--- src/rtl/rs_issue_arbiter.sv ---
// rs_issue_arbiter: multi-port RS issue arbiter; per-port grant FSM, oldest-first selection
// with a starvation override driven by per-entry saturating wait counters.
module rs_issue_arbiter #(
  parameter int NUM_REQ    = 8,
  parameter int ISSUE_W    = 2,
  parameter int ROB_W      = 5,
  parameter int STARVE_LIM = 15,
  parameter int IDX_W      = $clog2(NUM_REQ)
) (
  input  logic                            clock,
  input  logic                            reset,
  input  logic                            en,
  input  logic [NUM_REQ-1:0]              req_valid,
  input  logic [NUM_REQ-1:0][ROB_W-1:0]   req_rob_idx,
  input  logic [ROB_W-1:0]                rob_head_idx,
  input  logic [NUM_REQ-1:0]              squash,
  input  logic [ISSUE_W-1:0]              port_ready,
  output logic [ISSUE_W-1:0]              gnt_valid,
  output logic [ISSUE_W-1:0][IDX_W-1:0]   gnt_idx,
  output logic [NUM_REQ-1:0]              issue_fire,
  output logic                            starve_active
);
  localparam int CW = $clog2(STARVE_LIM + 1);
  typedef enum logic {IDLE, HOLD} state_t;
  state_t st [ISSUE_W];
  logic [CW-1:0] cnt [NUM_REQ];
  logic [CW-1:0] cnt_nxt [NUM_REQ];
  logic [NUM_REQ-1:0] live, held, avail, chosen, starve_nxt;
  logic [ROB_W:0] key [NUM_REQ];
  logic [ROB_W:0] best;
  logic [ISSUE_W-1:0] fire, sel, found, drop;
  logic [ISSUE_W-1:0][IDX_W-1:0] pick;
  for (genvar g = 0; g < ISSUE_W; g++) begin : g_gv
    assign gnt_valid[g] = st[g] == HOLD;
  end
  always_comb begin
    live = req_valid & ~squash;
    held = '0;
    issue_fire = '0;
    for (int p = 0; p < ISSUE_W; p++) begin
      fire[p] = en && gnt_valid[p] && port_ready[p] && live[gnt_idx[p]];
      drop[p] = gnt_valid[p] && !live[gnt_idx[p]];
      sel[p] = !gnt_valid[p] || fire[p];
      for (int i = 0; i < NUM_REQ; i++) begin
        held[i] = held[i] || (gnt_valid[p] && gnt_idx[p] == IDX_W'(i));
        issue_fire[i] = issue_fire[i] || (fire[p] && gnt_idx[p] == IDX_W'(i));
      end
    end
    // key MSB is 0 for starved entries; the modular age sits below it
    for (int i = 0; i < NUM_REQ; i++)
      key[i] = {cnt[i] != CW'(STARVE_LIM), req_rob_idx[i] - rob_head_idx};
    avail = live & ~held;
    chosen = '0;
    best = '1;
    for (int p = 0; p < ISSUE_W; p++) begin
      found[p] = 1'b0;
      pick[p] = '0;
      best = '1;
      for (int i = 0; i < NUM_REQ; i++)
        if (sel[p] && avail[i] && !chosen[i] && (!found[p] || key[i] < best)) begin
          found[p] = 1'b1;
          pick[p] = IDX_W'(i);
          best = key[i];
        end
      for (int i = 0; i < NUM_REQ; i++)
        chosen[i] = chosen[i] || (found[p] && pick[p] == IDX_W'(i));
    end
    for (int i = 0; i < NUM_REQ; i++) begin
      cnt_nxt[i] = (!live[i] || held[i] || chosen[i]) ? '0 :
                   (cnt[i] == CW'(STARVE_LIM)) ? cnt[i] : cnt[i] + 1'b1;
      starve_nxt[i] = cnt_nxt[i] == CW'(STARVE_LIM);
    end
  end
  always_ff @(posedge clock or negedge reset)
    if (!reset) begin
      for (int p = 0; p < ISSUE_W; p++) st[p] <= IDLE;
      for (int i = 0; i < NUM_REQ; i++) cnt[i] <= '0;
      gnt_idx <= '0;
      starve_active <= 1'b0;
    end else if (en) begin
      for (int p = 0; p < ISSUE_W; p++) begin
        st[p] <= sel[p] ? (found[p] ? HOLD : IDLE) : (drop[p] ? IDLE : st[p]);
        if (sel[p] && found[p]) gnt_idx[p] <= pick[p];
      end
      for (int i = 0; i < NUM_REQ; i++) cnt[i] <= cnt_nxt[i];
      starve_active <= |starve_nxt;
    end
endmodule

--- config.mk ---
export PLATFORM = sky130hd
export DESIGN_NAME = rs_issue_arbiter
export DESIGN_NICKNAME = d
export VERILOG_FILES = /design/src/rtl/rs_issue_arbiter.sv
export SDC_FILE = /design/constraint.sdc
export NUM_CORES = 1
export LEC_CHECK = 0
export CAP_MARGIN = 30
export CORE_UTILIZATION = 60
export DETAILED_ROUTE_END_ITERATION = 10
export GPL_TIMING_DRIVEN = 1
export PLACE_DENSITY_LB_ADDON = 0.3
export SLEW_MARGIN = 20
export SYNTH_ARGS = -nofsm -noshare
export SYNTH_HDL_FRONTEND = slang
export SYNTH_SLANG_ARGS = --single-unit
export TNS_END_PERCENT = 20
--- constraint.sdc ---
create_clock -name clock -period 35.2 [get_ports clock]
set_clock_uncertainty 0.2 [all_clocks]
set_input_delay 7.04 -clock clock [delete_from_list [all_inputs] [get_ports clock]]
set_output_delay 7.04 -clock clock [all_outputs]
set_load 0.02 [all_outputs]
==> reports/summary.txt <==
CTS sink cnt: 41
Critical path peak fanout: 12
Antenna violations before repair: 0
Die X: 116 um
Mux cell area share after synthesis: 4.60%
Grt met3 use: 4.13%
Met2 usage: 56.8%
Sequential cell area: 1030 um2
Largest family of logic cells by synthesized area: compound AO/OA/AOI/OAI gates
Initial Utilization: 61.5%
Register-to-register setup slack: 7950 ps
Clock power frac: 8.4%
Critical path's slowest cell: or4_4
Total congestion overflow: 0
WP data required: 35230 ps
Avg Vias per Cell: 6.56
Share of the synthesized area in the top cell type: 17.7%
Placed Area: 8850 um2
Largest net degree at the start of global routing: 49
R2R cell count: 137
Wire per inst: 18.8 um
Nets@finish: 1270
Post-DP HPWL: 18400 um
Pint: 0.292 mW
Area of the multi-input gates: 6580 um2
Most Crowded Layer GR: met2
Final antenna-violating net count: 0
Post-synthesis async set-or-reset flop share: 100%
Met1 Use GR: 45.0%
Max-capacitance violation count: 0
Boundary pin count: 83
Layout cell share with drive strength beyond 1: 13.0%
Post-route clock period utilization: 96.4%
Post-Syn Area: 7760 um2
Max frequency: 0.0295 GHz
Synth Register Bits: 41
Vias in the first global route: 7458
Commonest non-fill, non-tap cells in the layout: ha_1 (110), a21oi_1 (93), nand2_1 (83), clkdlybuf4s50_1 (81), o21ai_0 (59)
All-Layer GR Usage: 34.2%
Final Util: 73.7%
CP startpoint kind: input port
Filler cell count: 1042
Crit end category: flop
Die Span Y: 116 um
CTS Hold Bufs: 0
Worst Path Class, Setup: in2reg
Clock root buffer: clkbuf_16
ANT cells: 0
Gpl congestion: 0.985
Clock transition at path regs: 60 ps
Largest area contributor in the netlist: ha_1
Via count: 8253
Worst Setup SP: rob_head_idx[0]
Complex-gate fraction of the synthesized area: 34.2%
Reg2reg end: cnt[21]
VDD IR max: 46.7 uV
Pwr Density: 66.2 nW/um2
Max Slew Vio Count: 0
Post-synth EDFFs: 0
Latest clock arrival within the worst-skew pair: 290 ps
Post-Route WL: 23600 um
Syn_nets: 1172
Max stage delay on crit path: 560 ps
Top FF cell, synth: dfrtp_1
DRC violations left: 0
Rows: 41
Final setup fails: 0
Combinational power share: 79.5%
CP endpoint: cnt[21]
Sw Share: 52.5%
Reg2Reg Launch Point: gnt_idx[3]
CP most frequent cell: a21oi_1
Leak: 4.21 nW
XOR/XNOR Fraction of Synth Area: 4.29%
Num CTS Buffers: 5
Status: complete, no violations
Final min period: 33950 ps
Synthesis Warnings: 0
Most common cell after layout, fill and taps aside: ha_1
Net Sw Power: 0.323 mW
Core area: 12600 um2
Sequential share of power: 12.0%
Synth Area per Inst: 7.85 um2
Initial DRT Pass Iterations: 5
Ranking of synthesized cells by area: ha_1 (18%), dfrtp_1 (13%), a21oi_1 (6.4%), o21ai_0 (4.6%), a21o_1 (4.3%)
Crit path DAT: 33970 ps
CTS tree: built
Die area: 13400 um2
Sequential area share after synthesis: 13.2%
First-pass GRT wire length: 36300 um
Worst slew pin tran: 993 ps
Yosys cell types: 90
Relative slew slack: 33.1%
Hold WC Path Type: reg2reg
Simple-Gate Fraction of Synth Area: 19.6%
Post-synthesis instance total: 988
Post-Layout Inst Area: 9300 um2
Hold slack final: 342 ps
H-tree levels: 2
Synth-to-Final Area Change: 19.8%
Post-synthesis adder-cell area fraction: 19.8%
Final hold violation count: 0
Clock buffer depth: 2
Iter 0 DRT Violations: 780
IO buf count: 82
flip-flops by register name (all words and copies together), names as in the netlist:
register / count
cnt: 32
gnt_idx: 6
gnt_valid: 2
starve_active: 1
how the worst min path moves through the flow:
stage	from	endpoint	slack (ps)	depth (start not counted)
3_5_place_dp	cnt[24]	cnt[24]	340	1
4_1_cts	cnt[24]	cnt[24]	350	1
5_1_grt	starve_active	starve_active	370	2
6_report	starve_active	starve_active	340	2
2_1_floorplan	cnt[24]	cnt[24]	300	1
3_3_place_gp	cnt[24]	cnt[24]	330	1
logic make-up after synthesis:
| group | after synthesis |
|---|---|
| compound gates | 379 |
| xor+xnor | 38 |
| fa+ha+maj | 118 |
| buf+inv | 86 |
| flops | 41 |
| mux | 29 |
| simple gates | 297 |
cells in the mapped netlist (all sizes together), types with 6 or more instances:
library cell  instances
dfrtp                41
clkbuf               27
a21boi                9
nor2b                18
o31ai                 6
ha                  110
nand2                85
o21ai                80
a41o                  6
xor2                 13
o211a                 8
nand2b               27
and2                  7
nand4                12
a41oi                 9
a211oi                7
and3                 15
a31oi                10
o22ai                 7
o31a                  6
o211ai                8
nor3                 10
a22o                  6
inv                  54
a211o                 6
mux2                 23
xnor2                25
nand3b                6
nor2                 59
a21o                 44
o21a                 20
fa                    8
a21oi               101
nand3                35
critical path: cells and delay by family:
kind	cells	cell delay [ps]
compound gates	71	12900
mux	5	1750
buf+inv	6	1050
xor+xnor	1	180
fa+ha+maj	16	4210
simple gates	42	6740
through the flow:
step	std cells	TNS, ps	worst slack (ps)	power [mW]
finish	1258	0	1250	0.615
global route	1258	-7210	-343	0.660
CTS	1243	0	51.9	0.575
detailed placement	1236	-24720	-833	0.518
global placement	1236	-12950	-515	0.508
floorplan	988	0	1400	0.398
what timing repair did:
item / CTS / global route
gates cloned: 0 / 2
setup buffers: 0 / 12
pin swaps: 0 / 11
setup endpoints to repair: 36 / 36
resized for setup: 11 / 37
hold endpoints to repair: 0 / 0
power by group through the flow:
stage	Sequential [mW]	Combinational (mW)	Clock (mW)
after floorplan	0.0704	0.328	0
after global placement	0.0734	0.434	0
after detailed placement	0.0739	0.444	0
after CTS	0.0732	0.450	0.0518
after global routing	0.0758	0.530	0.0540
final	0.0740	0.489	0.0520
layout make-up:
class,instances,share of cell area [%]
repair buffers,120,12.0
multi-input cells,863,70.7
flip-flops and latches,41,11.0
clock inverters,2,0.377
well taps,172,2.31
clock buffers,5,1.35
inverters,55,2.22
layer usage:
metal  vias to the layer above  share of wire [%]
met3                        91                7.5
met4                         0                4.8
li1                       3948                  -
met2                       414                 45
met5                         -                  0
met1                      3800                 43
(Power assumes the default switching activity.)
